--- src/rtl/muldiv_hilo_ctrl.sv ---
// HI/LO register pair with a shared iterative shift-add multiplier / restoring divider.
// Stalls the pipeline while an operation is in flight and pulses done on completion.
module muldiv_hilo_ctrl #(
  parameter int unsigned WIDTH = 32,
  parameter int unsigned CNT_W = 5
) (
  input  logic             clk,
  input  logic             rst_n,
  input  logic             start,
  input  logic [2:0]       op,
  input  logic [WIDTH-1:0] src_a,
  input  logic [WIDTH-1:0] src_b,
  input  logic             mf_req,
  input  logic             flush,
  output logic             stall,
  output logic             busy,
  output logic             done,
  output logic [WIDTH-1:0] hi,
  output logic [WIDTH-1:0] lo
);

  typedef enum logic [1:0] {StIdle, StMul, StDiv, StFix} state_e;

  state_e               state_q, state_d;
  logic [CNT_W-1:0]     cnt_q, cnt_d;
  logic [WIDTH-1:0]     hi_q, hi_d, lo_q, lo_d;
  logic                 done_q, done_d;
  logic [WIDTH-1:0]     opnd_q, opnd_d;   // multiplicand (mul) or divisor (div)
  logic [2*WIDTH-1:0]   acc_q, acc_d;     // product accumulator; low half is dividend/quotient
  logic [WIDTH:0]       rem_q, rem_d;
  logic                 qsign_q, qsign_d, rsign_q, rsign_d, is_div_q, is_div_d;

  logic                 signed_op, a_neg, b_neg;
  logic [WIDTH-1:0]     abs_a, abs_b;
  logic [WIDTH:0]       mul_sum, div_shift, div_trial;
  logic [2*WIDTH-1:0]   prod_fix;
  logic [WIDTH-1:0]     quo_fix, rem_fix;
  logic                 last_iter;

  always_comb begin
    signed_op = (op == 3'd0) || (op == 3'd2);
    a_neg     = signed_op & src_a[WIDTH-1];
    b_neg     = signed_op & src_b[WIDTH-1];
    abs_a     = a_neg ? -src_a : src_a;
    abs_b     = b_neg ? -src_b : src_b;
    mul_sum   = {1'b0, acc_q[2*WIDTH-1:WIDTH]} + {1'b0, (acc_q[0] ? opnd_q : '0)};
    div_shift = {rem_q[WIDTH-1:0], acc_q[WIDTH-1]};
    div_trial = div_shift - {1'b0, opnd_q};
    prod_fix  = qsign_q ? -acc_q : acc_q;
    quo_fix   = qsign_q ? -acc_q[WIDTH-1:0] : acc_q[WIDTH-1:0];
    rem_fix   = rsign_q ? -rem_q[WIDTH-1:0] : rem_q[WIDTH-1:0];
    last_iter = (cnt_q == CNT_W'(WIDTH - 1));
  end

  always_comb begin
    state_d  = state_q;
    cnt_d    = cnt_q;
    hi_d     = hi_q;
    lo_d     = lo_q;
    done_d   = 1'b0;
    opnd_d   = opnd_q;
    acc_d    = acc_q;
    rem_d    = rem_q;
    qsign_d  = qsign_q;
    rsign_d  = rsign_q;
    is_div_d = is_div_q;
    if (flush) begin
      // Cancels everything, including a same-cycle start or MTHI/MTLO.
      state_d = StIdle;
      cnt_d   = '0;
    end else begin
      unique case (state_q)
        StIdle: begin
          if (start) begin
            case (op)
              3'd0, 3'd1: begin
                opnd_d   = abs_a;
                acc_d    = {{WIDTH{1'b0}}, abs_b};
                rem_d    = '0;
                qsign_d  = a_neg ^ b_neg;
                rsign_d  = a_neg;
                is_div_d = 1'b0;
                cnt_d    = '0;
                state_d  = StMul;
              end
              3'd2, 3'd3: begin
                if (src_b == '0) begin
                  done_d = 1'b1;
                end else begin
                  opnd_d   = abs_b;
                  acc_d    = {{WIDTH{1'b0}}, abs_a};
                  rem_d    = '0;
                  qsign_d  = a_neg ^ b_neg;
                  rsign_d  = a_neg;
                  is_div_d = 1'b1;
                  cnt_d    = '0;
                  state_d  = StDiv;
                end
              end
              3'd4:    hi_d = src_a;
              3'd5:    lo_d = src_a;
              default: ;
            endcase
          end
        end
        StMul: begin
          acc_d = {mul_sum, acc_q[WIDTH-1:1]};
          cnt_d = cnt_q + CNT_W'(1);
          if (last_iter) begin
            cnt_d   = '0;
            state_d = StFix;
          end
        end
        StDiv: begin
          if (!div_trial[WIDTH]) begin
            rem_d = div_trial;
            acc_d = {acc_q[2*WIDTH-1:WIDTH], acc_q[WIDTH-2:0], 1'b1};
          end else begin
            rem_d = div_shift;
            acc_d = {acc_q[2*WIDTH-1:WIDTH], acc_q[WIDTH-2:0], 1'b0};
          end
          cnt_d = cnt_q + CNT_W'(1);
          if (last_iter) begin
            cnt_d   = '0;
            state_d = StFix;
          end
        end
        StFix: begin
          if (is_div_q) begin
            hi_d = rem_fix;
            lo_d = quo_fix;
          end else begin
            hi_d = prod_fix[2*WIDTH-1:WIDTH];
            lo_d = prod_fix[WIDTH-1:0];
          end
          done_d  = 1'b1;
          state_d = StIdle;
        end
        default: state_d = StIdle;
      endcase
    end
  end

  always_ff @(posedge clk or negedge rst_n) begin
    if (!rst_n) begin
      state_q  <= StIdle;
      cnt_q    <= '0;
      hi_q     <= '0;
      lo_q     <= '0;
      done_q   <= 1'b0;
      opnd_q   <= '0;
      acc_q    <= '0;
      rem_q    <= '0;
      qsign_q  <= 1'b0;
      rsign_q  <= 1'b0;
      is_div_q <= 1'b0;
    end else begin
      state_q  <= state_d;
      cnt_q    <= cnt_d;
      hi_q     <= hi_d;
      lo_q     <= lo_d;
      done_q   <= done_d;
      opnd_q   <= opnd_d;
      acc_q    <= acc_d;
      rem_q    <= rem_d;
      qsign_q  <= qsign_d;
      rsign_q  <= rsign_d;
      is_div_q <= is_div_d;
    end
  end

  assign busy  = (state_q != StIdle);
  assign stall = busy & (start | mf_req);
  assign done  = done_q;
  assign hi    = hi_q;
  assign lo    = lo_q;

endmodule

--- config.mk ---
export PLATFORM = sky130hd
export DESIGN_NAME = muldiv_hilo_ctrl
export DESIGN_NICKNAME = d
export VERILOG_FILES = /design/src/rtl/muldiv_hilo_ctrl.sv
export SDC_FILE = /design/constraint.sdc
export NUM_CORES = 1
export LEC_CHECK = 0
export ABC_AREA = 1
export ABC_CLOCK_PERIOD_IN_PS = 3800
export BUFFER_PORTS_ARGS = -buffer_cell sky130_fd_sc_hd__buf_2
export CORE_MARGIN = 2
export CORE_UTILIZATION = 40
export CTS_CLUSTER_DIAMETER = 120
export DETAILED_ROUTE_END_ITERATION = 7
export GPL_ROUTABILITY_DRIVEN = 0
export PLACE_DENSITY = 0.58
export SYNTH_ARGS = -nofsm -noshare
export SYNTH_HDL_FRONTEND = slang
export SYNTH_SLANG_ARGS = --single-unit
export TNS_END_PERCENT = 20
--- constraint.sdc ---
create_clock -name clk -period 3.8 [get_ports clk]
set_input_delay 0.76 -clock clk [delete_from_list [all_inputs] [get_ports clk]]
set_output_delay 0.76 -clock clk [all_outputs]
set_load 0.01 [all_outputs]
==> results of run 1 <==
==> area by class of cell <==
type                            instances  area (µm²)
Clock buffer                           35         726
Clock inverter                         13         204
Fill cell                            5294       26800
Inverter                              387        1450
Multi-Input combinational cell       2591       12600
Sequential cell                       203        5080
Tap cell                              664         831
Timing Repair Buffer                  175        1000
==> cells by family after synthesis <==
family,after synthesis,synth area share [%]
AO/OA/AOI/OAI,501,14.6
XOR/XNOR,69,3.08
adder cells (fa/ha/maj),77,4.98
buffers and inverters,491,9.92
flip-flops,203,25.9
multiplexers,1,0.0573
AND/OR/NAND/NOR,1943,41.6
==> power by group through the flow <==
stage / Combinational (mW) / Sequential (mW) / Clock [mW]
3_5_place_dp: 8.98 / 3.97 / 0
2_1_floorplan: 5.93 / 3.62 / 0
5_1_grt: 10.1 / 4.03 / 2.90
3_3_place_gp: 8.94 / 3.95 / 0
6_report: 9.32 / 3.99 / 2.79
4_1_cts: 9.02 / 3.93 / 2.82
==> routing by layer <==
metal / up-vias / part of all wire, %
met2: 1291 / 41
met1: 10675 / 42
met3: 228 / 11
li1: 10896 / -
met4: 0 / 6.2
met5: - / 0
==> state kept, by name (all words and copies together), names as in the netlist <==
name,count
hi,32
rem_q,32
acc_q,64
done,1
cnt_q,5
rsign_q,1
qsign_q,1
opnd_q,32
state_q,2
lo,32
is_div_q,1
==> Yosys cell counts, types with 19 or more instances <==
cell	count
xor2_1	49
buf_2	37
xnor2_1	20
ha_1	75
nor2_1	462
or2_2	19
a21boi_1	20
o22ai_1	25
o21ai_1	20
dfrtp_1	203
o211ai_1	43
nor3_1	31
nand2_1	976
nand3_1	354
a21oi_1	151
o21ai_0	162
nand4_1	52
inv_1	368
a31oi_1	35
clkbuf_1	46
==> per-stage QoR <==
| stage | power (mW) | cell area [µm²] | std cells | hold WS, ps | util, % |
|---|---|---|---|---|---|
| 3_5_place_dp | 12.9 | 21000 | 4020 | 484 | 43.1 |
| 5_1_grt | 17.1 | 21900 | 4068 | 273 | 45.0 |
| 2_1_floorplan | 9.55 | 19700 | 3285 | 456 | - |
| 6_report | 16.1 | 21900 | 4068 | 210 | 45.0 |
| 4_1_cts | 15.8 | 21900 | 4068 | 295 | 45.0 |
| 3_3_place_gp | 12.9 | 21000 | 4020 | 479 | 43.1 |
==> worst reg2reg max path, delay by kind of cell (launching register included) <==
kind / cells / cell delay (ps)
adders and majority gates: 2 / 680
buffers and inverters: 3 / 430
DFF: 1 / 410
and+or+nand+nor: 13 / 1530
==> cells in the final DEF, fill, tap and decap left out, types with 49 or more instances in the layout <==
| cell | n |
|---|---|
| inv_1 | 368 |
| ha_1 | 74 |
| xor2_1 | 49 |
| nand2_1 | 976 |
| nor2_1 | 461 |
| buf_2 | 137 |
| a21oi_1 | 151 |
| nand4_1 | 52 |
| dfrtp_1 | 202 |
| o21ai_0 | 162 |
| nand3_1 | 354 |
==> how the worst max path moves through the flow <==
stage | startpoint | to | slack (ps) | cells past startpoint
after floorplan | acc_q[0] | acc_q[53] | 1380 | 15
after global placement | op[2] | acc_q[0] | 750 | 11
after detailed placement | src_b[0] | acc_q[5] | 700 | 16
after CTS | acc_q[31] | rem_q[14] | 720 | 18
after global routing | acc_q[31] | rem_q[15] | 430 | 18
final | acc_q[31] | rem_q[14] | 630 | 18
==> flow_metrics.tcl, run 1 <==
set metrics [dict create \
    diodes 0 \
    p_leak_nw 11.5 \
    grt_busiest_layer "met2" \
    ys_seq_elements 203 \
    via_per_inst 5.68 \
    synth.avg_cell_area_um2 5.98 \
    io_buffers 138 \
    final_nets 3534 \
    rr_endpoint "rem_q[14]" \
    setup_ws_ps 632 \
    start_util_pct 40.3 \
    cts_sinks 203 \
    grt.met3_usage_pct 7.01 \
    ioPinCount 139 \
    hold_path_class "in2async" \
    p_int_mw 7.46 \
    endpoint_kind "register" \
    drt_wl_total_mm 85.9 \
    power.density_nw_per_um2 734 \
    cts_tree "built" \
    ys_types 52 \
    dp_hpwl_mm 69.5 \
    grt_use_total_pct 33.7 \
    overflow 0 \
    fmax_mhz 316 \
    place_ws_ps 695 \
    max_slew_margin_pct 43.0 \
    path_class "reg2reg" \
    seq_power_share_pct 24.8 \
    reg2reg_depth 18 \
    cp_max_fo 27 \
    hold_buffers 0 \
    reg2reg_from "acc_q[31]" \
    synth.area.top_cells "dfrtp_1 (26%), nand2_1 (19%), nand3_1 (9.0%)" \
    fp.dieH_um 226 \
    coreArea_um2 48700 \
    fp.dieArea_um2 50900 \
    cp_top_family "simple AND/OR/NAND/NOR gates" \
    root_buffer "clkbuf_16" \
    fin_skew_ps 27.4 \
    first_pass_iters 7 \
    vias 23090 \
    synth_cells 3285 \
    die_w_um 226 \
    final_hold_viol_count 0 \
    syn_area_um2 19700 \
    rrSetupSlack_ps 630 \
    ys_warn_count 0 \
    grt_max_degree 85 \
    grt_pass1_wl_mm 130 \
    switching_share_pct 53.7 \
    grt_pass1_vias 21413 \
    numCtsBuffers 27 \
    setup_viol 0 \
    synthArstFlopShare_pct 100 \
    rsz0062_at_grt "no" \
    wl_per_cell_um 21.1 \
    syn2layout_area_growth_pct 11.7 \
    path_cells "inv_1, ha_1, fa_1, inv_1, nand3_1, nand2_1, nand2_1, nand2_1, nand2_1, nand2_1, nand2_1, nand2_1, nand2_1, nand2_2, buf_4, nand2_1, nand3_1, nand2_1" \
    antenna_found_initial 1 \
    h-tree-depth 1 \
    tns_ps 0 \
    drt-initial-drc-count 3045 \
    power_switching_mw 8.64 \
    cts_setup_buffers 0 \
    synth_edf_count 0 \
    synth-main-ff-cell "dfrtp_1" \
    clkLatencyLatePin_ps 590 \
    drc 0 \
    grt_use_met1_pct 46.5 \
    max-cap-violations 0 \
    critPathRequiredTime_ps 4260 \
    ir_drop_mv 0.370 \
    antenna_left 0 \
    clock_path_buffers 3 \
    period_share_pct 83.4 \
    p_clk_share_pct 17.3 \
    seq_area_frac_synth_pct 25.9 \
    netlist.area_leader.share_pct 25.9 \
    status "finished, final reports clean" \
    cp_common_cell "nand2_1" \
    final_max_slew_viol_count 0 \
    synth_fp_nets 3434 \
    placementRows 81 \
    cp_num_buf_inv 3 \
    crit_path_start_kind "register" \
    pwr-share-comb_pct 57.9 \
    yosysTopAreaCell "dfrtp_1" \
    groute.layer.met2.usage_pct 49.2 \
    cts_resized 0 \
    min_period_ps 3170 \
    worstPathArrival_ps 3630 \
    slowest_stage "nand2_2" \
    clkTransAtPathRegs_ps 60 \
    layout-drive-gt1-share_pct 8.37 \
    slowest_delay_ps 440 \
    worst_slew_pin_slew_ps 855 \
]
No activity file was read; power rests on OpenSTA's default activity.
==> run 2, diff against run 1 <==
--- a/config.mk
+++ b/config.mk
@@ -5,8 +5,8 @@
 export SDC_FILE = /design/constraint.sdc
 export NUM_CORES = 1
 export LEC_CHECK = 0
-export ABC_AREA = 1
-export ABC_CLOCK_PERIOD_IN_PS = 3800
+export ABC_AREA = 0
+export ABC_CLOCK_PERIOD_IN_PS = 3260
 export BUFFER_PORTS_ARGS = -buffer_cell sky130_fd_sc_hd__buf_2
 export CORE_MARGIN = 2
 export CORE_UTILIZATION = 40
==> constraint.sdc (replaced) <==
create_clock -name clk -period 3.26 [get_ports clk]
set_input_delay 0.652 -clock clk [delete_from_list [all_inputs] [get_ports clk]]
set_output_delay 0.652 -clock clk [all_outputs]
set_load 0.01 [all_outputs]
==> run 2 against run 1 <==
Against the previous run:
- the run now ends with negative setup slack left
- die area is 15% lower
- cell area is 7.6% lower
- clock-buffer cell count down 2
- first-iteration DRC count down 38%
- sequential power grew 19%
- critical path type unchanged
- largest cell class unchanged
- highest routed layer unchanged
- routed wire length down 27%
- flip-flop and latch count stayed put
==> flow_metrics.tcl, run 2 <==
set metrics [dict create \
    status "finished with violations" \
    failed_checks "negative setup slack" \
    cp_top_family "compound AO/OA/AOI/OAI gates" \
    drt_wl_total_mm 63.0 \
    grt_pass1_wl_mm 95.2 \
    worst_hold_slack_ps 105 \
    rrSetupSlack_ps -10 \
    fp.dieArea_um2 43400 \
    path_class "reg2reg" \
    power.density_nw_per_um2 1090 \
    min_period_ps 3270 \
    ioPinCount 139 \
    syn_area_um2 16700 \
    grt_use_total_pct 28.2 \
    synth_cells 2130 \
    overflow 0 \
    path_cells "inv_2, nor2_2, ha_1, a211o_1, buf_6, or3b_1, a2bb2oi_2, o21a_4, a41o_4, o41a_4, a221oi_4, xnor2_1, a22o_1" \
    clkTransAtPathRegs_ps 60 \
    max-cap-violations 0 \
    final_hold_viol_count 0 \
    yosys.cell_count.top_type "nand2_1" \
    synthArstFlopShare_pct 100 \
    final_max_slew_viol_count 0 \
    cts_tree "built" \
    ys_types 82 \
    setup_viol 1 \
    synth_fp_nets 2279 \
    vias 17303 \
    period_share_pct 100 \
    p_leak_nw 9.04 \
    fp.dieH_um 208 \
    cts_sinks 203 \
    first_pass_iters 8 \
    max_slew_margin_pct 40.6 \
    placementRows 74 \
    numCtsBuffers 25 \
    layout_commonest_cell "nand2_1" \
    coreArea_um2 41000 \
    root_buffer "clkbuf_16" \
    reg2reg_depth 13 \
    fin_skew_ps 17.3 \
    cp_max_fo 6 \
    rsz0062_at_grt "yes" \
    dp_hpwl_mm 50.4 \
    diodes 0 \
    synth.area.top_cells "dfrtp_1 (30%), o21ai_0 (7.6%), nand2_1 (6.5%)" \
    placed_cells 2852 \
    die_w_um 208 \
    clkLatencyLatePin_ps 550 \
    cp.depth 13 \
    clock_path_buffers 3 \
    wl_per_cell_um 21.7 \
    ir_drop_mv 0.564 \
    via_per_inst 5.96 \
    hold_buffers 0 \
    drt-initial-drc-count 1880 \
    start_util_pct 40.7 \
    ys_seq_elements 203 \
    antenna_left 0 \
    slowest_delay_ps 400 \
    ys_warn_count 0 \
    grt_pass1_vias 15690 \
    syn2layout_area_growth_pct 21.3 \
    synth.avg_cell_area_um2 7.84 \
    netlist.area_leader.share_pct 30.4 \
    worst_slew_pin_slew_ps 888 \
    mostFrequentLayoutCells "nand2_1 (289), o21ai_0 (246), dfrtp_1 (202)" \
    endpoint_kind "register" \
    fmax_mhz 306 \
    h-tree-depth 1 \
    multi_input_area_um2 11000 \
    io_buffers 138 \
    cp_num_buf_inv 2 \
    crit_path_start_kind "register" \
    final_nets 2501 \
    register_area_um2 5080 \
    synth_edf_count 0 \
    slowest_stage "dfrtp_1" \
    synth-main-ff-cell "dfrtp_1" \
    setup_ws_ps -10.4 \
    seq_area_frac_synth_pct 30.4 \
    hold_path_class "in2async" \
    power_mw 22.1 \
    layout-drive-gt1-share_pct 18.6 \
    yosysTopAreaCell "dfrtp_1" \
    synthTopCellsByCount "nand2_1 (291), o21ai_0 (255), dfrtp_1 (203), nor2_1 (165), a21oi_1 (163)" \
    worstPathArrival_ps 3710 \
    grt_max_degree 94 \
    largest_reg_flops 64 \
    place_ws_ps -83.9 \
    drc 0 \
    critPathRequiredTime_ps 3700 \
    regMostFlops "acc_q" \
    antenna_found_initial 0 \
    final_cells 2902 \
    n_fill_cell 4010 \
]
## run 2: worst paths after layout
kind / start / end
setup / recovery: acc_q[0] / acc_q[62]
hold / removal: rst_n / lo[13]
setup reg to reg: acc_q[0] / acc_q[62]
hold reg to reg: lo[8] / lo[8]
max in group asynchronous: rst_n / hi[31]
min in group clk: flush / done
## run 2: per-layer routing
layer / part of all wire (%) / GRT usage [%] / wire (µm) / vias to the layer above
met4: 4.4 / 11.8 / 2750 / 0
met3: 8.9 / 4.51 / 5590 / 113
met5: 0 / 0 / 0 / -
met2: 40 / 39.2 / 25100 / 810
met1: 47 / 42.9 / 29600 / 8251
li1: - / - / - / 8129
## run 2: layout make-up
cell class              instances  area share [%]
clock buffers                  33            3.48
clock inverters                12            1.10
inverters                      75            1.39
multi-input cells            1720            54.5
flip-flops and latches        203            25.1
well taps                     532            3.28
repair buffers                327            11.2
## run 2: cells by family (layout without fill, tap and decap cells)
| group | Yosys count | count (layout) | synth area share, % |
|---|---|---|---|
| compound gates | 713 | 713 | 27.3 |
| xor+xnor | 199 | 199 | 10.4 |
| fa+ha+maj | 77 | 77 | 5.86 |
| buf+inv | 207 | 447 | 4.86 |
| flops | 203 | 203 | 30.4 |
| mux | 22 | 22 | 1.35 |
| simple gates | 709 | 709 | 19.8 |
## run 2: power by group
| group | internal, mW | switching (mW) |
|---|---|---|
| Clock | 2.00 | 1.16 |
| Combinational | 5.72 | 8.45 |
| Sequential | 3.58 | 1.17 |
## run 2: what timing repair did
item | in CTS | in global routing
pin swaps | 1 | 10
gates resized for setup | 2 | 57
setup endpoints to repair | 7 | 55
setup buffers | 1 | 4
## run 2: through the flow
| step | setup TNS [ps] | utilization, % | cell area, µm² |
|---|---|---|---|
| 4_1_cts | -8.43 | 48.9 | 20000 |
| 3_5_place_dp | -568 | 46.6 | 19100 |
| 5_1_grt | -626 | 49.4 | 20300 |
| 2_1_floorplan | -124 | - | 16700 |
| 6_report | -10.4 | 49.4 | 20300 |
| 3_3_place_gp | -45.6 | 46.6 | 19100 |
